`config.mk`:
```
export PLATFORM = sky130hd
export DESIGN_NAME = scu_dsp_dma_resp_flat
export DESIGN_NICKNAME = d
export VERILOG_FILES = /design/src/rtl/scu_dsp_dma_resp_if.sv /design/src/rtl/scu_dsp_dma_resp.sv /design/src/flat_wrapper.sv
export SDC_FILE = /design/constraint.sdc
export NUM_CORES = 1
export LEC_CHECK = 0
export BUFFER_PORTS_ARGS = -buffer_cell sky130_fd_sc_hd__buf_2
export CORE_ASPECT_RATIO = 0.7
export CORE_UTILIZATION = 40
export CTS_CLUSTER_SIZE = 28
export DETAILED_ROUTE_END_ITERATION = 7
export PLACE_DENSITY = 0.65
export SYNTH_ARGS = -nofsm -noshare
export SYNTH_HDL_FRONTEND = slang
export SYNTH_SLANG_ARGS = --single-unit
export TNS_END_PERCENT = 30
```
`constraint.sdc`:
```
create_clock -name CLK -period 2.5 [get_ports CLK]
set_input_delay 0.25 -clock CLK [delete_from_list [all_inputs] [get_ports CLK]]
set_output_delay 0.25 -clock CLK [all_outputs]
set_load 0.05 [all_outputs]
```
`src/rtl/scu_dsp_dma_resp_if.sv`:
```
// rtl/scu_dsp_dma_resp_if.sv - external bus handshake bundle for the DSP DMA responder
//   BUS_A   byte address            (master -> slave)
//   BUS_DO  write data              (master -> slave)
//   BUS_WE  write enable            (master -> slave)
//   BUS_REQ request, held until ack (master -> slave)
//   BUS_DI  read data               (slave -> master)
//   BUS_ACK transfer done           (slave -> master)
interface scu_dsp_dma_resp_if #(
    parameter int ADDR_W = 27
);
    logic [ADDR_W-1:0] BUS_A;
    logic [31:0]       BUS_DO;
    logic [31:0]       BUS_DI;
    logic              BUS_WE;
    logic              BUS_REQ;
    logic              BUS_ACK;

    modport master (
        output BUS_A, BUS_DO, BUS_WE, BUS_REQ,
        input  BUS_DI, BUS_ACK
    );

    modport slave (
        input  BUS_A, BUS_DO, BUS_WE, BUS_REQ,
        output BUS_DI, BUS_ACK
    );
endinterface

```
`src/rtl/scu_dsp_dma_resp.sv`:
```
// rtl/scu_dsp_dma_resp.sv - DSP DMA responder: moves words between the DSP and an external bus
//   CLK, RST_N        clock, asynchronous active-low reset
//   CE, RES_N         clock enable, CE-qualified synchronous active-low soft reset
//   DSO               DSP strobe bus (pointer values and DMA command word)
//   RA0W, WA0W, DMAW  load read pointer, load write pointer, start DMA
//   DMA_REQ/RUN/LAST  DSP word request, transfer active, final word
//   DMA_DO, DMA_DI    DSP write data in, read data out
//   DMA_ACK, DMA_END  per-word done pulse, transfer-end flag
//   bus               external bus master (address, data, request/ack)
module scu_dsp_dma_resp #(
    parameter int ADDR_W  = 27,
    parameter int END_LEN = 2
) (
    input  logic        CLK,
    input  logic        RST_N,
    input  logic        CE,
    input  logic        RES_N,
    input  logic [31:0] DSO,
    input  logic        RA0W,
    input  logic        WA0W,
    input  logic        DMAW,
    input  logic        DMA_REQ,
    input  logic        DMA_RUN,
    input  logic        DMA_LAST,
    input  logic [31:0] DMA_DO,
    output logic [31:0] DMA_DI,
    output logic        DMA_ACK,
    output logic        DMA_END,
    scu_dsp_dma_resp_if.master bus
);
    typedef enum logic [2:0] {S_IDLE, S_WAIT_REQ, S_BUS, S_ACK, S_END} state_t;

    localparam int CNT_W = (END_LEN > 1) ? $clog2(END_LEN) : 1;

    state_t            state, state_nx;
    logic [24:0]       ra0, wa0, ptr, step;
    logic              dir, hold, last;
    logic [2:0]        add;
    logic [31:0]       wdata, dma_di;
    logic [CNT_W-1:0]  end_cnt;
    logic              enter_end;
    logic [26:0]       byte_addr;
    logic              unused_dso;

    assign unused_dso = ^DSO[31:25];

    assign step      = (add == 3'd0) ? 25'd0 : (25'd1 << (add - 3'd1));
    assign enter_end = (state_nx == S_END) && (state != S_END);
    assign byte_addr = {ptr, 2'b00};

    // Bus outputs are decoded from state so an asynchronous reset drops
    // BUS_REQ in the same cycle, and outside BUS everything reads as zero.
    assign bus.BUS_REQ = (state == S_BUS);
    assign bus.BUS_WE  = (state == S_BUS) & dir;
    assign bus.BUS_A   = (state == S_BUS) ? ADDR_W'(byte_addr) : '0;
    assign bus.BUS_DO  = (state == S_BUS) ? wdata : 32'd0;
    assign DMA_ACK     = (state == S_ACK);
    assign DMA_END     = (state == S_END);
    assign DMA_DI      = dma_di;

    always_comb begin
        state_nx = state;
        case (state)
            S_IDLE:     if (DMAW) state_nx = S_WAIT_REQ;
            // A dropped DMA_RUN wins over a coincident request.
            S_WAIT_REQ: if (!DMA_RUN) state_nx = S_END;
                        else if (DMA_REQ) state_nx = S_BUS;
            S_BUS:      if (bus.BUS_ACK) state_nx = S_ACK;
            S_ACK:      state_nx = last ? S_END : S_WAIT_REQ;
            S_END:      if (end_cnt == CNT_W'(END_LEN - 1)) state_nx = S_IDLE;
            default:    state_nx = S_IDLE;
        endcase
    end

    always_ff @(posedge CLK or negedge RST_N) begin
        if (!RST_N) begin
            state <= S_IDLE;
        end else if (CE) begin
            if (!RES_N) state <= S_IDLE;
            else        state <= state_nx;
        end
    end

    always_ff @(posedge CLK or negedge RST_N) begin
        if (!RST_N) begin
            ra0 <= '0; wa0 <= '0; ptr <= '0;
            dir <= 1'b0; hold <= 1'b0; last <= 1'b0; add <= '0;
            wdata <= '0; dma_di <= '0; end_cnt <= '0;
        end else if (CE) begin
            if (!RES_N) begin
                ra0 <= '0; wa0 <= '0; ptr <= '0;
                dir <= 1'b0; hold <= 1'b0; last <= 1'b0; add <= '0;
                wdata <= '0; dma_di <= '0; end_cnt <= '0;
            end else begin
                if (state == S_IDLE) begin
                    if (RA0W) ra0 <= DSO[24:0];
                    if (WA0W) wa0 <= DSO[24:0];
                    if (DMAW) begin
                        dir  <= DSO[12];
                        hold <= DSO[14];
                        add  <= DSO[17:15];
                        ptr  <= DSO[12] ? wa0 : ra0;
                    end
                end
                if (state == S_WAIT_REQ && DMA_RUN && DMA_REQ) begin
                    last  <= DMA_LAST;
                    wdata <= DMA_DO;
                end
                if (state == S_BUS && bus.BUS_ACK) begin
                    if (!dir) dma_di <= bus.BUS_DI;
                    ptr <= ptr + step;
                end
                if (enter_end && !hold) begin
                    if (dir) wa0 <= ptr;
                    else     ra0 <= ptr;
                end
                end_cnt <= (state == S_END) ? end_cnt + 1'b1 : '0;
            end
        end
    end
endmodule

```
`src/flat_wrapper.sv`:
```
// flat-port wrapper written by rule: the top's interface ports become plain ports
module scu_dsp_dma_resp_flat 
#(
    parameter int ADDR_W  = 27,
    parameter int END_LEN = 2
)
  (CLK, RST_N, CE, RES_N, DSO, RA0W, WA0W, DMAW, DMA_REQ, DMA_RUN, DMA_LAST, DMA_DO, DMA_DI, DMA_ACK, DMA_END, bus_BUS_A, bus_BUS_DO, bus_BUS_WE, bus_BUS_REQ, bus_BUS_DI, bus_BUS_ACK);
  scu_dsp_dma_resp_if #(.ADDR_W(ADDR_W)) bus_i ();
  input  logic CLK;
  input  logic RST_N;
  input  logic CE;
  input  logic RES_N;
  input  logic [31:0] DSO;
  input  logic RA0W;
  input  logic WA0W;
  input  logic DMAW;
  input  logic DMA_REQ;
  input  logic DMA_RUN;
  input  logic DMA_LAST;
  input  logic [31:0] DMA_DO;
  output logic [31:0] DMA_DI;
  output logic DMA_ACK;
  output logic DMA_END;
  output wire logic [$bits(bus_i.BUS_A)-1:0] bus_BUS_A;
  output wire logic [$bits(bus_i.BUS_DO)-1:0] bus_BUS_DO;
  output wire logic [$bits(bus_i.BUS_WE)-1:0] bus_BUS_WE;
  output wire logic [$bits(bus_i.BUS_REQ)-1:0] bus_BUS_REQ;
  input wire logic [$bits(bus_i.BUS_DI)-1:0] bus_BUS_DI;
  input wire logic [$bits(bus_i.BUS_ACK)-1:0] bus_BUS_ACK;
  assign bus_BUS_A = bus_i.BUS_A;
  assign bus_BUS_DO = bus_i.BUS_DO;
  assign bus_BUS_WE = bus_i.BUS_WE;
  assign bus_BUS_REQ = bus_i.BUS_REQ;
  assign bus_i.BUS_DI = bus_BUS_DI;
  assign bus_i.BUS_ACK = bus_BUS_ACK;
  scu_dsp_dma_resp #(.ADDR_W(ADDR_W), .END_LEN(END_LEN)) u_core (.CLK(CLK), .RST_N(RST_N), .CE(CE), .RES_N(RES_N), .DSO(DSO), .RA0W(RA0W), .WA0W(WA0W), .DMAW(DMAW), .DMA_REQ(DMA_REQ), .DMA_RUN(DMA_RUN), .DMA_LAST(DMA_LAST), .DMA_DO(DMA_DO), .DMA_DI(DMA_DI), .DMA_ACK(DMA_ACK), .DMA_END(DMA_END), .bus(bus_i));
endmodule
```
==> impl_summary.md, run 1 <==
Yosys
The share of synthesized area occupied by flip-flops and latches is 0.462. Yosys mapped a number of flops with a built-in enable equal to 0. The post-synth design cell area is 8060 um^2. The dominant synthesized flop cell is sky130_fd_sc_hd__dfrtp_1. The synthesized design spends more area on one cell type than any other, namely sky130_fd_sc_hd__dfrtp_1. By area the synthesized netlist is led by sky130_fd_sc_hd__dfrtp_1 46%, sky130_fd_sc_hd__a22o_1 7.4%, sky130_fd_sc_hd__o211ai_1 6.0%. The mean instance size in the synthesized netlist is 9.13 um^2. Counting instances in the post-synthesis netlist gives the leading cell types as 149 x sky130_fd_sc_hd__dfrtp_1, 103 x sky130_fd_sc_hd__nand2_1, 92 x sky130_fd_sc_hd__o21ai_0.

After synthesis the netlist holds a flip-flop and latch count of 149. Of all flip-flops after synthesis, the portion carrying an async set or reset was 1.00. The distinct cell type count after synthesis is 52. Synthesis produced 883 cells.

The Yosys warning count is 0. The share of synthesized area in the top cell type comes to 0.462. The cell with the most instances after synthesis is sky130_fd_sc_hd__dfrtp_1.

Final layout
The number of antenna diodes in the final layout is 0. The share of final-layout standard cells stronger than drive strength 1 is 0.276. The final layout net count is 1,182.

Compared with the post-synthesis result, the final layout area differs by 25.9%. The number of fill cells is 1,894. Summing all multi-input logic gate instances after layout gives 3870 um^2. The count of cells in the finished layout, fillers not included, comes to 1,349. The sequential standard cell area is 3730 um^2.

Worst setup path
In this run the critical register-to-register path is captured at u_core.ptr[14]. The minimum setup slack among reg-to-reg paths is -0.12 ns. The maximum cell stage delay along the critical path is 0.42 ns. The start-to-end type of the worst setup path is flop to flop. Among the stages of the critical path, the cell type that occurs most often is sky130_fd_sc_hd__inv_2. The type of element capturing the critical path is a flop.

In this run the worst setup path begins at u_core.add[0]. Of all nets on the critical path, the largest fanout is 4. The signal on the critical path passes through inv_2 > nor3_4 > ha_2 > inv_2 > fa_2 > nand2b_4 > a21o_1 > a32oi_4 > nand4_1 > or3b_4 > nand3_2. The worst endpoint required time is 2.86 ns. The type of element launching the critical path is a flop.

The worst-path cell with the longest stage delay is sky130_fd_sc_hd__or3b_4. The arrival time at the worst endpoint is 2.98 ns. The length in cells of the worst reg-to-reg path is 11. The start of the worst register-to-register path is u_core.add[0].

Clock tree
The clock-pin transition on the worst setup and hold timing paths is 0.07 ns. The master cell of the clock root buffer is sky130_fd_sc_hd__clkbuf_16. The worst-case clock buffer depth is 2. Clock tree synthesis inserted a total of 17 buffers. The latest clock arrival within the worst-skew pair is 0.42 ns. The TritonCTS sink count is 149. The H-tree was split into 4 levels. TritonCTS built the clock tree.

Global route
The wire length of the first global-routing pass is 36,100 um. The via count of the first global-routing pass is 6,750. The largest net degree at the start of global routing is 55. The initial antenna violation count is 0.

The remaining global-route overflow is 0. The overall track demand over capacity in global routing is 0.223.

Power and ir drop
The combinational share of power is 0.184. The fraction of power consumed by the clock network is 0.400. The part of the total power dissipated in sequential elements is 0.416. The switching share of power is 0.302. The power density over cell area is 646 nW/um^2. The total chip power is 0.00656 W. VDD sags by at most 0.477 mV. The internal portion of the total power is 0.00458 W. For this design the total switching power over the nets is 0.00198 W.

The static leakage power is 4.98 nW.

STA
Of the available clock period, the critical path in the final layout requires 1.05. Hold is met by 0.0363 ns. The clock arrives with 0.00645 ns of skew. The count of endpoints failing hold in the final timing report came to 0. The time the worst path needs with I/O delays and setup is 2.62 ns. The maximum frequency from static timing analysis is 381 MHz. Setup violations remaining at the end of the flow were counted as 8. Setup repair after global routing could not meet its margin everywhere. The final worst slack is -0.121 ns. The worst pin sits at a relative slew slack of 0.507.

The transition time at the pin with the least slew margin is 0.738 ns. The number of max-slew violations in the final report was 0.

Floorplanning
The total I/O pin count is 202. The region available for standard cell placement spans 19,800 um^2. The site row count is 43.

In this run the vertical extent of the chip is 121 um. Measured along the x axis, the die boundary spans 172 um. The starting utilization of the core area is 0.407.

The die covers 20,700 um^2.

Detailed routing
After detailed routing, the number of vias per cell comes to 5.48. The number of iterations in the first detailed-routing pass is 5. Once detail routing completed, the nets flagged for antenna violations numbered 0. The DRC violation count after routing is 0. The average detailed-routed wire length per instance is 16.8 um. The routed layout has 7,398 vias.

Summed over all layers, the routed wires come to 22,700 um. The number of DRC markers after the initial detailed-route iteration is 651.

Min path
The number of cells traversed by the worst hold path is 2. The path with the worst hold slack has its endpoint at u_core.DMA_DI[6]. The beginning of the worst hold path is bus_BUS_DI[6]. In this run the worst hold path is classified as primary input to flop.

Place
The quantity of I/O buffers inserted on ports is 192. Routability-driven placement finished with a final weighted congestion of 0.828. Counting tap cells, the placed design contains a total of 1,314 instances. Detailed placement ended at an HPWL of 15,200 um.

Outcome
The final reports fail on setup timing. The flow ran to the end, but the final reports show violations.

Flow run
The max-cap violation count is 0.
-- cells in the final DEF (no fill, tap or decap), types with 8 or more instances in the layout --
master                      instances
sky130_fd_sc_hd__clkbuf_16         17
sky130_fd_sc_hd__and2_1            63
sky130_fd_sc_hd__a21oi_1           21
sky130_fd_sc_hd__nand2_1          102
sky130_fd_sc_hd__inv_1             58
sky130_fd_sc_hd__o211ai_1          64
sky130_fd_sc_hd__a22o_1            68
sky130_fd_sc_hd__nor2_1             8
sky130_fd_sc_hd__dfrtp_1          149
sky130_fd_sc_hd__buf_4             39
sky130_fd_sc_hd__nand3_1           14
sky130_fd_sc_hd__o22ai_1           51
sky130_fd_sc_hd__buf_2            191
sky130_fd_sc_hd__mux2i_1           20
sky130_fd_sc_hd__o21ai_0           91
-- stage by stage --
step / utilization / TNS, ns / cell area, um^2 / setup WS [ns]
floorplan: - / -0.150 / 8100 / -0.0829
global placement: 0.479 / -0.474 / 9480 / -0.134
detailed placement: 0.479 / -0.657 / 9480 / -0.148
CTS: 0.511 / -0.431 / 10100 / -0.101
global route: 0.513 / -2.13 / 10100 / -0.262
finish: 0.513 / -0.501 / 10100 / -0.121
-- state kept, by name, indices dropped and copies added (netlist names) --
name and count:
u_core.end_cnt 1, u_core.dir 1, u_core.wdata 32, u_core.DMA_DI 32
u_core.ra0 25, u_core.last 1, u_core.add 3, u_core.state 3
u_core.ptr 25, u_core.wa0 25, u_core.hold 1
-- worst max path at each step --
stage / endpoint / slack, ns
6_report: u_core.ptr[14] / -0.12
5_1_grt: u_core.ptr[14] / -0.26
4_1_cts: u_core.ptr[14] / -0.10
3_5_place_dp: u_core.ptr[20] / -0.15
3_3_place_gp: u_core.ptr[20] / -0.13
2_1_floorplan: u_core.ptr[20] / -0.08
-- layer usage --
layer / vias to the layer above / share of wire / global-route usage
met1: 3575 / 0.50 / 0.340
li1: 3555 / - / -
met3: 16 / 0.065 / 0.0442
met4: 0 / 0.012 / 0.0664
met2: 252 / 0.42 / 0.314
met5: - / 0 / 0
-- cells by family after synthesis --
group                      after synthesis  share of synthesized area
buffers and inverters                  139                     0.0694
muxes                                   20                     0.0248
DFF                                    149                      0.462
and+or+nand+nor                        230                      0.146
other                                    1                   0.000465
adders and majority gates                9                     0.0149
AOI/OAI and AO/OA                      326                      0.273
xor gates and xnor gates                 9                    0.00978
-- final cells by class --
type	count	area share
multi-input combinational	597	0.381
sequential	149	0.367
timing repair buffer	239	0.136
clock buffer	18	0.0423
tap	270	0.0333
inverter	62	0.0229
clock inverter	14	0.0165
-- power by group through the flow --
stage                     logic [W]  clock network [W]  registers, W
after floorplan            0.000780                  0       0.00274
after global placement      0.00116                  0       0.00276
after detailed placement    0.00119                  0       0.00277
after CTS                   0.00120            0.00267       0.00272
after global routing        0.00135            0.00276       0.00275
final                       0.00121            0.00262       0.00273
-- critical path, delay by kind of cell, from the launching register on --
| kind | cells | cell delay (ns) |
|---|---|---|
| and+or+nand+nor | 5 | 0.98 |
| AOI/OAI and AO/OA | 2 | 0.56 |
| adders and majority gates | 2 | 0.56 |
| DFF | 1 | 0.35 |
| buffers and inverters | 2 | 0.09 |
-- repair_timing --
action	4_1_cts	5_1_grt
endpoints found under the setup margin	11	17
endpoints found under the hold margin	51	0
hold buffers	1	0
pin swaps	9	6
resized for setup	3	9
setup buffers	2	0
Power figures use the tool's default switching activity.
==> run 2, diff against run 1 <==
--- a/config.mk
+++ b/config.mk
@@ -11,6 +11,7 @@
 export CTS_CLUSTER_SIZE = 28
 export DETAILED_ROUTE_END_ITERATION = 7
 export PLACE_DENSITY = 0.65
+export SETUP_SLACK_MARGIN = 0.1
 export SYNTH_ARGS = -nofsm -noshare
 export SYNTH_HDL_FRONTEND = slang
 export SYNTH_SLANG_ARGS = --single-unit
==> constraint.sdc (replaced) <==
create_clock -name CLK -period 2.17 [get_ports CLK]
set_input_delay 0.217 -clock CLK [delete_from_list [all_inputs] [get_ports CLK]]
set_output_delay 0.217 -clock CLK [all_outputs]
set_load 0.05 [all_outputs]
==> run 2 against run 1 <==
- the run still ends with setup timing left
- flip-flop and latch count unchanged
- final cell count up 8.1%
- clock skew up 0.0059 ns
- sequential power up 15%
- routed wire length up 30%
- sequential share of layout area down 6.2 points
- combinational power up 60%
- clock-buffer cell count unchanged
- largest power group unchanged
==> impl_summary.md, run 2 (synthesized netlist as in run 1, its figures left out) <==
Outcome
The run finished, with violations left. The final reports fail on setup timing.

Clock tree
The cell sitting at the root of the clock tree is a sky130_fd_sc_hd__clkbuf_16. Clock-pin slew was measured on the worst setup and hold paths at 0.07 ns. The H-tree depth is 4. The worst-case clock buffer depth is 2. TritonCTS built the clock tree. The TritonCTS sink count is 149. The total clock buffers created by CTS is 17. The latest clock arrival within the worst-skew pair is 0.44 ns.

Detailed routing
The highest routed metal layer is met4. Detailed routing placed a total of 2670 um of wire on met3. The per-cell via count in the routed design is 5.73.

In this run, the number of DRC markers left after iteration 0 of detailed routing was 785. The pre-antenna-repair detailed-routing pass consisted of 5 iterations. Dividing the detail-routed wire length by the instance count gives 20.2 um. The detailed-routed wire length on met2 is 12,900 um. In this run the remaining antenna-violating nets after routing total 0.

The total vias in the final route is 8,353. The met1 wire length is 13,200 um. The total wire length after detailed routing is 29,500 um.

The DRC violation count after routing is 0.

Floorplanning
The vertical extent of the die is 121 um. The floorplan step defined a die boundary enclosing 20,700 um^2. During I/O placement, the number of pins put on the boundary was 202. The starting utilization of the core area is 0.407. The width of the die is 172 um.

The site row count is 43. The area of the placeable core is 19,800 um^2.

Worst setup path
The maximum cell stage delay along the critical path is 0.36 ns. The worst flop-to-flop path endpoint is u_core.ptr[12]. The worst-path cell with the longest stage delay is sky130_fd_sc_hd__dfrtp_1. Along the worst path, the maximum fanout reaches 4. The number of buffer and inverter stages on the critical path is 4.

The arrival time at the worst endpoint is 2.96 ns. STA classifies the critical path startpoint as a flop. The minimum setup slack among reg-to-reg paths is -0.49 ns.

Walking the worst path, the cells encountered are inv_2 > nor3_4 > ha_2 > inv_2 > fa_2 > nand2b_4 > a21o_1 > a32oi_4 > buf_6 > buf_6 > a21oi_2 > o21ai_1 > o21ai_1. In this run the number of cells on the critical path is 13. The length in cells of the worst reg-to-reg path is 13. The start-to-end type of the worst setup path is flop to flop. Broken down by cell family, the worst path's largest delay share belongs to compound AO/OA/AOI/OAI gates. The worst endpoint required time is 2.47 ns. The start of the worst register-to-register path is u_core.add[0]. The type of element capturing the critical path is a flop.

STA
The number of max-slew violations in the final report was 0. The number of setup violations in the final report is 59. For the finished layout, the period the worst path requires is 2.66 ns. Timing would allow up to 376 MHz. The final worst slack is -0.488 ns.

The worst clock skew on the final layout is 0.0123 ns. The count of endpoints failing hold in the final timing report is 0. In this run the tightest slew margin relative to its limit is 0.634. Setup repair after global routing could not meet its margin everywhere. The tightest hold path in the finished design has a slack of 0.00618 ns. At the pin with the least slew margin, the transition time is 0.548 ns.

The share of the clock period used by the worst path is 1.22.

Final layout
The share of final-layout standard cells stronger than drive strength 1 is 0.367. The leading cell type in the layout, fill and taps excluded is sky130_fd_sc_hd__dfrtp_1. The area overhead of the layout relative to synthesis is 51.4%. Once layout is complete, the cells apart from fillers number 1,458.

The final cell area excluding filler cells is 12,200 um^2. In the layout the commonest cells are 147 x sky130_fd_sc_hd__dfrtp_1, 132 x sky130_fd_sc_hd__buf_2, 102 x sky130_fd_sc_hd__nand2_1, 72 x sky130_fd_sc_hd__buf_4, 68 x sky130_fd_sc_hd__a22o_1. The net count of the finished layout is 1,291. The number of antenna repair diodes is 0.

Place
The placed instance count is 1,344. In this run the tool buffered the top-level ports with 192 buffer cells. Once placement finished, the instance area stood at 9730 um^2. After legalization and detailed placement, the total HPWL measured 15,900 um. The final weighted congestion in routability-driven placement is 0.860.

Global route
The wire length of the first global-routing pass is 39,300 um. The largest net degree at the start of global routing is 54. For this run, the total global-route usage over all layers was measured as 0.244. The initial antenna violation count came to 0. After global routing the overflow that remains totals 0. The via count of the first global-routing pass is 7,391.

Power and ir drop
In this run the static leakage power is 5.76 nW. The power density over cell area is 657 nW/um^2. The maximum vdd drop is 0.576 mV. After layout, the design draws a total of 0.00802 W.

Min path
The number of cells traversed by the worst hold path is 2. The class of the tightest hold or removal check is primary input to flop. The startpoint identified for the worst hold timing path is bus_BUS_DI[28]. The worst hold endpoint is u_core.DMA_DI[28].

Flow run
The tool flagged a number of max-cap violations equal to 0.
## run 2: worst max path at each step
stage | from | endpoint | slack (ns)
floorplan | u_core.add[0] | u_core.ptr[20] | -0.41
global placement | u_core.add[2] | u_core.ptr[18] | -0.41
detailed placement | u_core.add[2] | u_core.ptr[10] | -0.46
CTS | u_core.add[0] | u_core.ptr[14] | -0.43
global route | u_core.add[0] | u_core.ptr[18] | -0.59
finish | u_core.add[0] | u_core.ptr[12] | -0.49
## run 2: timing repair
| action | CTS | global route |
|---|---|---|
| pin swaps | 28 | 51 |
| endpoints found under the setup margin | 78 | 165 |
| hold buffers | 34 | 0 |
| cloned | 3 | 12 |
| resized for setup | 173 | 154 |
| endpoints found under the hold margin | 81 | 0 |
| setup buffers | 17 | 17 |
## run 2: area by class of cell
| class | count | area (um^2) |
|---|---|---|
| Clock inverter | 14 | 143 |
| Fill cell | 1621 | 7590 |
| Sequential cell | 149 | 3730 |
| Clock buffer | 18 | 429 |
| Multi-Input combinational cell | 597 | 4140 |
| Timing Repair Buffer | 348 | 3190 |
| Inverter | 62 | 240 |
| Tap cell | 270 | 338 |
## run 2: through the flow
| stage | setup slack, ns | TNS [ns] | utilization |
|---|---|---|---|
| after floorplan | -0.411 | -3.04 | - |
| after global placement | -0.408 | -3.97 | 0.491 |
| after detailed placement | -0.457 | -4.64 | 0.491 |
| after CTS | -0.429 | -4.83 | 0.576 |
| after global routing | -0.592 | -15.05 | 0.617 |
| final | -0.488 | -9.66 | 0.617 |
## run 2: power breakdown
group	leakage (nW)	switching [W]	total [W]	internal, W
clock	0.264	0.00133	0.00294	0.00161
combinational	3.46	0.00108	0.00194	0.000861
sequential	2.04	0.000152	0.00313	0.00298
total	5.76	0.00256	0.00802	0.00545
## run 2: routing by layer
metal | track usage | vias up
li1 | - | 3771
met1 | 0.359 | 4091
met2 | 0.358 | 442
met3 | 0.0504 | 49
met4 | 0.0742 | 0
met5 | 0 | -
==> run 3, diff against run 2 <==
--- a/config.mk
+++ b/config.mk
@@ -8,9 +8,9 @@
 export BUFFER_PORTS_ARGS = -buffer_cell sky130_fd_sc_hd__buf_2
 export CORE_ASPECT_RATIO = 0.7
 export CORE_UTILIZATION = 40
-export CTS_CLUSTER_SIZE = 28
 export DETAILED_ROUTE_END_ITERATION = 7
 export PLACE_DENSITY = 0.65
+export RECOVER_POWER = 25
 export SETUP_SLACK_MARGIN = 0.1
 export SYNTH_ARGS = -nofsm -noshare
 export SYNTH_HDL_FRONTEND = slang
==> run 3 against run 2 <==
- the flow still finishes with violations (setup timing)
- clock power is essentially flat
- fmax is 0.10% lower
- cell area down 0.18%
- clock-buffer cell count unchanged
- final cell count unchanged
- power decreased by 0.12%
- die area unchanged
- register-to-register slack barely moved
- flip-flop and latch count unchanged
- setup slack worse by 0.0027 ns
- routed wire length shrank 0.11%
- worst hold slack hardly changed
- largest power group unchanged
==> impl_summary.md, run 3 (synthesized netlist as in run 1, its figures left out) <==
Floorplanning
The die covers 20,700 um^2. In this run the count of I/O pins placed on the die edge is 202. Measured along the y axis, the die boundary spans 121 um. The initial utilization of the core area, before any placement, comes to 0.407. The site row count is 43. The width of the die is 172 um. After floorplanning, the core was sized to cover 19,800 um^2.

Final layout
The leading cell type in the layout, fill and taps excluded is sky130_fd_sc_hd__dfrtp_1. The area overhead of the layout relative to synthesis is 51.1%. 0 antenna diodes ended up in the layout. Of the cells placed in the final design, the portion with a size suffix greater than 1 is 0.366. Leaving out fill and tap cells, the most frequent cells in the layout are 147 x sky130_fd_sc_hd__dfrtp_1, 132 x sky130_fd_sc_hd__buf_2, 102 x sky130_fd_sc_hd__nand2_1, 71 x sky130_fd_sc_hd__buf_4, 68 x sky130_fd_sc_hd__a22o_1.

The final layout net count is 1,291.

Min path
The number of cells traversed by the worst hold path is 2. The worst hold endpoint is u_core.DMA_DI[15]. The class of the tightest hold or removal check is primary input to flop. In this run the most critical hold path is launched from bus_BUS_DI[15].

Detailed routing
The per-cell via count in the routed design is 5.72. The number of antenna-violating nets in the routed design is 0. The number of DRC markers after the initial detailed-route iteration is 778. The average detailed-routed wire length per instance is 20.2 um. The DRC violation count after routing is 0. The number of iterations in the first detailed-routing pass is 5. The total wire length after detailed routing is 29,400 um. Detailed routing inserted a total of 8,347 vias.

Worst setup path
The arrival time at the worst endpoint is 2.95 ns. The start-to-end type of the worst setup path is flop to flop. The worst register-to-register path ends at u_core.ptr[18]. The type of element launching the critical path is a flop. The cell that appears most often on the critical path is sky130_fd_sc_hd__inv_2. The largest single stage delay on the critical path is 0.36 ns. The start of the worst register-to-register path is u_core.add[0].

For the worst flop-to-flop path, the logic depth is 12. In this run the worst path has a maximum fanout of 4. Traced cell by cell, the critical path runs through inv_2 > nor3_4 > ha_2 > inv_2 > fa_2 > nand2b_4 > a21o_1 > a32oi_4 > buf_6 > nand4_1 > xor2_1 > o221ai_1. The worst-path cell with the longest stage delay is sky130_fd_sc_hd__dfrtp_1. Setup slack on the worst reg-to-reg path comes out at -0.49 ns. STA classifies the critical path endpoint as a flop.

The worst endpoint required time is 2.46 ns.

Power and ir drop
The part of the total power dissipated in sequential elements is 0.391. IR analysis of the VDD net gives a maximum drop of 0.576 mV. For this design the ratio of total power to cell area is 657 nW/um^2.

The total chip power is 0.00801 W. The combinational share of power is 0.242. In this run the static leakage power is 5.75 nW. The internal cell power is 0.00545 W. The power spent charging and discharging nets is 0.00256 W. The fraction of power consumed by the clock network is 0.367. Of the total power, the share spent switching nets is 0.319.

Flow run
The max-cap violation count is 0.

Place
Prior to clock tree synthesis, the placed netlist has a worst setup slack of -0.457 ns. Port buffering added 192 buffers. The post-DP HPWL is 15,900 um.

The final weighted congestion in routability-driven placement is 0.860.

STA
Setup repair after global routing could not meet its margin everywhere. The time the worst path needs with I/O delays and setup is 2.66 ns. The count of endpoints failing hold in the final timing report is 0. The worst slew margin relative to its limit is 0.0446. For the pin with the worst max-slew slack, the measured transition is 1.43 ns.

Derived from the worst setup path, the maximum achievable clock frequency is 376 MHz. The worst clock skew on the final layout is 0.0123 ns. Setup slack on the critical path of the routed design comes to -0.491 ns. The share of the clock period used by the worst path is 1.23. Final hold analysis gives a worst-case slack of 0.00660 ns. Setup violations remaining at the end of the flow were counted as 59.

The number of max-slew violations in the final report is 0.

Global route
The overall track demand over capacity in global routing is 0.244. The largest net degree at the start of global routing is 54. The initial antenna violation count is 0. The via count of the first global-routing pass came to 7,391. The total overflow left after global routing is 0. The first global-routing pass estimated 39,300 um of wire.

Outcome
The flow ran to the end, but the final reports show violations. The checks that failed: setup timing.

Clock tree
The H-tree was split into 4 levels. TritonCTS built the clock tree. In this run the deepest clock path goes through 2 buffers. The total clock buffers created by CTS is 17. After clock tree synthesis, the clock-pin slew on the worst setup and hold paths is 0.06 ns.

At the later pin of the worst-skew pair, clock insertion delay measures 0.44 ns. Counting every sink on the clock net gives 149. The master cell of the clock root buffer is sky130_fd_sc_hd__clkbuf_16.
[run 3: cell count changes in the layout (fill, tap and decap cells not counted)]
cell | before | now
sky130_fd_sc_hd__buf_12 | 9 | 8
sky130_fd_sc_hd__buf_4 | 72 | 71
sky130_fd_sc_hd__buf_6 | 44 | 43
sky130_fd_sc_hd__clkbuf_1 | 1 | 2
sky130_fd_sc_hd__clkbuf_2 | 0 | 1
sky130_fd_sc_hd__clkbuf_4 | 1 | 2
[run 3: worst max path at each step]
stage	slack (ns)	cells past startpoint	endpoint	startpoint
global placement	-0.41	11	u_core.ptr[18]	u_core.add[2]
CTS	-0.43	11	u_core.ptr[14]	u_core.add[0]
floorplan	-0.41	11	u_core.ptr[20]	u_core.add[0]
global route	-0.59	12	u_core.ptr[18]	u_core.add[0]
finish	-0.49	12	u_core.ptr[18]	u_core.add[0]
detailed placement	-0.46	11	u_core.ptr[10]	u_core.add[2]
[run 3: final cells by class]
cell class	instances	area, um^2
multi-input combinational	597	4140
inverter	62	240
fill	1623	7610
sequential	149	3730
tap	270	338
clock inverter	14	143
clock buffer	18	429
timing repair buffer	348	3170
[run 3: critical path, delay by kind of cell, from the launching register on]
| kind | cells | cell delay (ns) |
|---|---|---|
| AO/OA/AOI/OAI | 3 | 0.69 |
| XOR/XNOR | 1 | 0.21 |
| adder cells (fa/ha/maj) | 2 | 0.56 |
| buffers and inverters | 3 | 0.25 |
| flip-flops | 1 | 0.36 |
| AND/OR/NAND/NOR | 3 | 0.44 |
[run 3: power by group through the flow]
stage,Clock (W),Sequential (W),Combinational (W)
after floorplan,0,0.00315,0.000899
after global placement,0,0.00316,0.00144
after detailed placement,0,0.00317,0.00146
after CTS,0.00296,0.00312,0.00161
after global routing,0.00308,0.00315,0.00209
final,0.00293,0.00313,0.00194
[run 3: per-stage QoR]
stage | setup TNS [ns] | cells | utilization | instance area (um^2)
3_3_place_gp | -3.97 | 1344 | 0.491 | 9730
3_5_place_dp | -4.64 | 1344 | 0.491 | 9730
6_report | -9.70 | 1458 | 0.616 | 12200
4_1_cts | -4.83 | 1430 | 0.576 | 11400
2_1_floorplan | -3.04 | 885 | - | 8100
5_1_grt | -18.50 | 1458 | 0.616 | 12200
[run 3: what timing repair did]
item	4_1_cts	5_1_grt
setup buffers	17	17
pin swaps	28	51
gates resized for setup	173	154
gates cloned	3	12
setup endpoints to repair	78	165
endpoints found under the hold margin	81	0
hold buffers	34	0
[run 3: routing by layer]
layer / up-vias / GRT usage / wire length, um
met1: 4102 / 0.359 / 13200
met2: 424 / 0.358 / 13000
met4: 0 / 0.0742 / 664
met3: 49 / 0.0504 / 2570
li1: 3772 / - / -
met5: - / 0 / 0
